===== src/rtl/seq_divider_if.sv =====
// seq_divider_if
//   Groups the request/result signals of the sequential divider.
//   master : drives start/dividend/divisor, observes busy/done/results
//   slave  : the divider side
//   start       - request pulse, accepted in IDLE or DONE
//   dividend    - unsigned dividend, WIDTH bits
//   divisor     - unsigned divisor, WIDTH bits
//   busy        - high while iterating
//   done        - one-cycle result strobe
//   quotient    - registered quotient, held until the next result
//   remainder   - registered remainder, held until the next result
//   div_by_zero - set with done when the divisor was zero
interface seq_divider_if #(
    parameter int unsigned WIDTH = 4
);
    logic             start;
    logic [WIDTH-1:0] dividend;
    logic [WIDTH-1:0] divisor;
    logic             busy;
    logic             done;
    logic [WIDTH-1:0] quotient;
    logic [WIDTH-1:0] remainder;
    logic             div_by_zero;

    modport master (
        output start, dividend, divisor,
        input  busy, done, quotient, remainder, div_by_zero
    );

    modport slave (
        input  start, dividend, divisor,
        output busy, done, quotient, remainder, div_by_zero
    );
endinterface


===== src/rtl/seq_divider.sv =====
// seq_divider
//   Multi-cycle unsigned restoring divider, one quotient bit per clock.
//   Latency WIDTH+1 cycles from accepted start to done (1 cycle when
//   the divisor is zero).
//   clk   - rising-edge clock
//   rst_n - asynchronous active-low reset
//   bus   - seq_divider_if slave: start/dividend/divisor in,
//           busy/done/quotient/remainder/div_by_zero out
module seq_divider #(
    parameter int unsigned WIDTH = 4
) (
    input  logic         clk,
    input  logic         rst_n,
    seq_divider_if.slave bus
);
    localparam int unsigned CNT_W = $clog2(WIDTH);

    typedef enum logic [1:0] {
        IDLE = 2'd0,
        CALC = 2'd1,
        DONE = 2'd2
    } state_t;

    state_t           state_q, state_d;
    logic [WIDTH-1:0] q_q, q_d;
    logic [WIDTH-1:0] d_q, d_d;
    // The partial remainder is always below the divisor after an
    // iteration, so the top bit of the WIDTH+1 trial value never needs
    // storing; only the shifted trial operand is WIDTH+1 bits wide.
    logic [WIDTH-1:0] r_q, r_d;
    logic [CNT_W-1:0] cnt_q, cnt_d;
    logic [WIDTH-1:0] quot_q, quot_d;
    logic [WIDTH-1:0] rem_q, rem_d;
    logic             dbz_q, dbz_d;

    logic             accept;
    logic             last_iter;
    logic [WIDTH:0]   r_shift;
    logic [WIDTH:0]   diff;
    logic [WIDTH-1:0] q_next;
    logic [WIDTH-1:0] r_next;

    // Shared iteration datapath
    always_comb begin
        accept    = bus.start && (state_q == IDLE || state_q == DONE);
        last_iter = (cnt_q == CNT_W'(WIDTH - 1));
        r_shift   = {r_q, q_q[WIDTH-1]};
        // Trial subtraction as add of the inverted divisor with carry-in.
        diff      = r_shift + ~{1'b0, d_q} + {{WIDTH{1'b0}}, 1'b1};
        if (!diff[WIDTH]) begin
            r_next = diff[WIDTH-1:0];
            q_next = {q_q[WIDTH-2:0], 1'b1};
        end else begin
            r_next = r_shift[WIDTH-1:0];
            q_next = {q_q[WIDTH-2:0], 1'b0};
        end
    end

    // State register plus datapath registers
    always_ff @(posedge clk or negedge rst_n) begin
        if (!rst_n) begin
            state_q <= IDLE;
            q_q     <= '0;
            d_q     <= '0;
            r_q     <= '0;
            cnt_q   <= '0;
            quot_q  <= '0;
            rem_q   <= '0;
            dbz_q   <= 1'b0;
        end else begin
            state_q <= state_d;
            q_q     <= q_d;
            d_q     <= d_d;
            r_q     <= r_d;
            cnt_q   <= cnt_d;
            quot_q  <= quot_d;
            rem_q   <= rem_d;
            dbz_q   <= dbz_d;
        end
    end

    // Next-state logic
    always_comb begin
        state_d = state_q;
        unique case (state_q)
            IDLE, DONE: begin
                if (accept) begin
                    state_d = (bus.divisor == '0) ? DONE : CALC;
                end else begin
                    state_d = IDLE;
                end
            end
            CALC: begin
                if (last_iter) begin
                    state_d = DONE;
                end
            end
            default: state_d = IDLE;
        endcase
    end

    // Datapath next values
    always_comb begin
        q_d    = q_q;
        d_d    = d_q;
        r_d    = r_q;
        cnt_d  = cnt_q;
        quot_d = quot_q;
        rem_d  = rem_q;
        dbz_d  = dbz_q;
        if (accept) begin
            q_d   = bus.dividend;
            d_d   = bus.divisor;
            r_d   = '0;
            cnt_d = '0;
            if (bus.divisor == '0) begin
                quot_d = '1;
                rem_d  = bus.dividend;
                dbz_d  = 1'b1;
            end
        end else if (state_q == CALC) begin
            q_d   = q_next;
            r_d   = r_next;
            cnt_d = cnt_q + 1'b1;
            if (last_iter) begin
                quot_d = q_next;
                rem_d  = r_next;
                dbz_d  = 1'b0;
            end
        end
    end

    // Outputs
    always_comb begin
        bus.busy        = (state_q == CALC);
        bus.done        = (state_q == DONE);
        bus.quotient    = quot_q;
        bus.remainder   = rem_q;
        bus.div_by_zero = dbz_q;
    end
endmodule

===== src/flat_wrapper.sv =====
// flat-port wrapper written by rule: the top's interface ports become plain ports
module seq_divider_flat 
#(
    parameter int unsigned WIDTH = 4
)
  (clk, rst_n, bus_start, bus_dividend, bus_divisor, bus_busy, bus_done, bus_quotient, bus_remainder, bus_div_by_zero);
  seq_divider_if #(.WIDTH(WIDTH)) bus_i ();
  input  logic clk;
  input  logic rst_n;
  input wire logic [$bits(bus_i.start)-1:0] bus_start;
  input wire logic [$bits(bus_i.dividend)-1:0] bus_dividend;
  input wire logic [$bits(bus_i.divisor)-1:0] bus_divisor;
  output wire logic [$bits(bus_i.busy)-1:0] bus_busy;
  output wire logic [$bits(bus_i.done)-1:0] bus_done;
  output wire logic [$bits(bus_i.quotient)-1:0] bus_quotient;
  output wire logic [$bits(bus_i.remainder)-1:0] bus_remainder;
  output wire logic [$bits(bus_i.div_by_zero)-1:0] bus_div_by_zero;
  assign bus_i.start = bus_start;
  assign bus_i.dividend = bus_dividend;
  assign bus_i.divisor = bus_divisor;
  assign bus_busy = bus_i.busy;
  assign bus_done = bus_i.done;
  assign bus_quotient = bus_i.quotient;
  assign bus_remainder = bus_i.remainder;
  assign bus_div_by_zero = bus_i.div_by_zero;
  seq_divider #(.WIDTH(WIDTH)) u_core (.clk(clk), .rst_n(rst_n), .bus(bus_i));
endmodule

===== config.mk =====
export PLATFORM = sky130hd
export DESIGN_NAME = seq_divider_flat
export DESIGN_NICKNAME = d
export VERILOG_FILES = /design/src/rtl/seq_divider_if.sv /design/src/rtl/seq_divider.sv /design/src/flat_wrapper.sv
export SDC_FILE = /design/constraint.sdc
export NUM_CORES = 1
export LEC_CHECK = 0
export BUFFER_PORTS_ARGS = -buffer_cell sky130_fd_sc_hd__buf_4
export CAP_MARGIN = 0
export CORE_UTILIZATION = 54
export DETAILED_ROUTE_END_ITERATION = 16
export PLACE_DENSITY = 0.77
export SETUP_SLACK_MARGIN = 0.4
export SLEW_MARGIN = 20
export SYNTH_ARGS = -nofsm -noshare
export SYNTH_HDL_FRONTEND = slang
export SYNTH_SLANG_ARGS = --single-unit

===== constraint.sdc =====
create_clock -name clk -period 6.2 [get_ports clk]
set_input_delay 0 -clock clk [delete_from_list [all_inputs] [get_ports clk]]
set_output_delay 0 -clock clk [all_outputs]
set_load 0.05 [all_outputs]

==> results.tsv <==
stage	metric	value	unit
critical_path	critical path endpoint category	flop	
synthesis	Post-Syn Instances	138	
synthesis	post-synthesis mux area share	1.49	%
clock_tree	Resize count post-CTS	0	
synthesis	main combinational cell family by area after synthesis	simple AND/OR/NAND/NOR gates	
timing	unrepaired setup endpoints after global routing	false	
timing	Max Clock Skew	0.00402	ns
floorplan	die width	51.8	µm
detailed_routing	routed via count	1114	
clock_tree	clk_lat worst skew	0.32	ns
run_status	status	completed	
floorplan	DIE AREA	2690	µm²
timing	Final Hold Fails	0	
synthesis	Mapped Avg Cell Area	9.72	µm²
critical_path	Worst R2R Path Depth	8	
synthesis	yosys synthesis warning count	0	
cells_and_area	area grow syn2layout	20.6	%
clock_tree	CTS tree	built	
timing	Setup TNS Final	0	ns
floorplan	std cell rows	17	
global_routing	vias in the first global route	1097	
critical_path	Data required, critical path	6.40	ns
global_routing	largest net degree at the start of global routing	26	
synthesis	Synth Register Bits	25	
synthesis	ranking of synthesized cells by area	dfrtp_1 47%, nand2_1 7.0%, ha_1 4.7%	
critical_path	origin of the worst setup path	u_core.q_q[3]	
critical_path	launching point of the worst reg2reg path	u_core.q_q[3]	
critical_path	Slowest Stage Delay on Critical Path	0.40	ns
timing	Pins Over Slew Limit	0	
synthesis	number of distinct library cells after synthesis	35	
synthesis	post-synthesis xor/xnor area fraction	3.36	%
critical_path	capture point of the worst path	u_core.r_q[2]	
timing	hold_ws	0.0910	ns
critical_path	crit path cell chain	inv_1 -> ha_1 -> fa_1 -> nand2b_2 -> o2bb2ai_4 -> xnor2_4 -> mux2i_1 -> o31ai_2	
detailed_routing	Residual DRC	0	
flow_run	Max Cap Violations	0	
clock_tree	CTS max path bufs	2	
synthesis	ys async rst share	100	%
global_routing	global-route wire length before repair	5.15	mm
clock_tree	Root Driver	clkbuf_4	
critical_path	Critical Path AT	2.39	ns
timing	Achievable Freq	0.457	GHz
detailed_routing	Vias per Instance	5.74	
global_routing	initial antenna violation count	0	
timing	fin crit share	35.3	%
floorplan	DIE HEIGHT	51.8	µm
floorplan	Core Footprint	2280	µm²
timing	max_slew headroom	41.1	%
critical_path	FF-to-FF setup slack	4.01	ns
cells_and_area	Antenna diodes	0	
place	placed cell areas	1500	µm²
synthesis	Synth Flop Type	dfrtp_1	
place	hpwl dp	2.09	mm
critical_path	RR Endpoint	u_core.r_q[2]	
synthesis	EDFF count, synth	0	
place	IO Port Bufs	21	
timing	Slew @ Worst Pin	0.880	ns
clock_tree	Clock H-tree levels	1	
floorplan	Ports	22	
detailed_routing	Post-DRT Antenna Nets	0	
synthesis	Syn Std Cell Area	1340	µm²
synthesis	compound-cell area share of the yosys netlist	18.7	%
detailed_routing	DR WL/cell	15.2	µm
floorplan	initial core utilization	58.9	%
cells_and_area	final instance area	1620	µm²
detailed_routing	routed wire length	2.96	mm
synthesis	post-synth top area share	46.6	%
clock_tree	clock sinks	25	
timing	min cycle time layout	2.19	ns
critical_path	Max FO, Critical Path	10	
clock_tree	Num CTS Buffers	3	
synthesis	Post-Synth Simple-Gate Area	19.0	%
critical_path	slowest CP cell	fa_1	
synthesis	sequential area share after synthesis	46.6	%
synthesis	Post-synth top cells	25 x dfrtp_1, 25 x nand2_1, 9 x o21ai_0, 8 x nand3_1, 7 x inv_1	
critical_path	CP Launch Type	flop	
global_routing	GRT Total Usage	26.5	%
place	GPL Wtd Cong	0.779	
timing	setup violators final	0	
cells_and_area	Nets	184	
synthesis	syn_nets	155	
critical_path	critical path class	reg2reg	
clock_tree	Reg clk slew, reported paths	0.14	ns
synthesis	Adder-Cell Fraction of Synth Area	6.16	%
synthesis	area leader, netlist	dfrtp_1	
min_path	Hold WC Path Type	in2async	
cells_and_area	share of layout cells above drive strength 1	19.3	%
global_routing	gr ovfl total	0	
detailed_routing	drt first-iter violations	32	
detailed_routing	first-pass iteration count of the detailed router	4	
-- cell usage in the layout (no fill, tap or decap), types with 4 or more instances in the layout --
| master | n |
|---|---|
| o22a_1 | 4 |
| nor3_1 | 5 |
| ha_1 | 5 |
| dlygate4sd3_1 | 9 |
| a21o_1 | 4 |
| dfrtp_1 | 25 |
| nand3_1 | 8 |
| a21oi_1 | 6 |
| nor2_1 | 6 |
| nand2_1 | 25 |
| o21ai_0 | 9 |
| inv_1 | 7 |
| buf_4 | 21 |
-- critical path, delay by kind of cell, from the launching register on --
family | cells | cell delay (ns)
compound gates | 2 | 0.28
mux | 1 | 0.25
fa+ha+maj | 2 | 0.61
flops | 1 | 0.37
simple gates | 1 | 0.22
buf+inv | 1 | 0.07
xor+xnor | 1 | 0.26
-- final cells by class --
type                            count  area, µm²
Fill cell                         172        658
Multi-Input combinational cell    100        653
Sequential cell                    25        626
Timing Repair Buffer               30        248
Tap cell                           28       35.0
Inverter                            7       26.3
Clock buffer                        3       22.5
Clock inverter                      1       7.51
-- through the flow --
| stage | worst slack [ns] | instances | utilization, % |
|---|---|---|---|
| 2_1_floorplan | 4.24 | 138 | - |
| 3_3_place_gp | 4.05 | 181 | 65.8 |
| 3_5_place_dp | 4.05 | 181 | 65.8 |
| 4_1_cts | 4.01 | 194 | 71.1 |
| 5_1_grt | 3.88 | 194 | 71.1 |
| 6_report | 4.01 | 194 | 71.1 |
-- how the worst min path moves through the flow --
| stage | endpoint | slack, ns | cells after the start |
|---|---|---|---|
| 2_1_floorplan | u_core.bus.div_by_zero | -0.30 | 0 |
| 3_5_place_dp | u_core.r_q[3] | -0.08 | 1 |
| 4_1_cts | u_core.r_q[3] | 0.1 | 2 |
| 3_3_place_gp | u_core.r_q[2] | -0.08 | 1 |
| 5_1_grt | u_core.r_q[3] | 0.11 | 2 |
| 6_report | u_core.d_q[2] | 0.09 | 2 |
-- kinds of logic (layout without fill, tap and decap cells) --
kind of cell | count (synthesis) | count (layout)
AND/OR/NAND/NOR | 55 | 55
AO/OA/AOI/OAI | 34 | 34
flip-flops | 25 | 25
buffers and inverters | 13 | 41
adder cells (fa/ha/maj) | 6 | 6
XOR/XNOR | 3 | 3
multiplexers | 2 | 2
-- state kept, by name, summed over array words and instances (netlist names) --
register and cells:
u_core.bus.remainder 4, u_core.d_q 4, u_core.cnt_q 2, u_core.q_q 4, u_core.bus.quotient 4, u_core.r_q 4, u_core.state_q 2, u_core.bus.div_by_zero 1
-- what timing repair did --
action	CTS	global route
endpoints found under the hold margin	35	0
hold buffers	9	0
buffers inserted	0	0
-- metal layers --
| metal | up-vias | GRT usage [%] | part of all wire [%] |
|---|---|---|---|
| li1 | 543 | - | - |
| met1 | 529 | 37.6 | 46 |
| met2 | 38 | 42.1 | 48 |
| met3 | 4 | 2.63 | 4.7 |
| met4 | 0 | 9.46 | 1.0 |
| met5 | - | 0 | 0 |
Power is left out: the tool's default activity adds up to more than one toggle a clock period on the data nets, which glitch-free logic cannot reach.
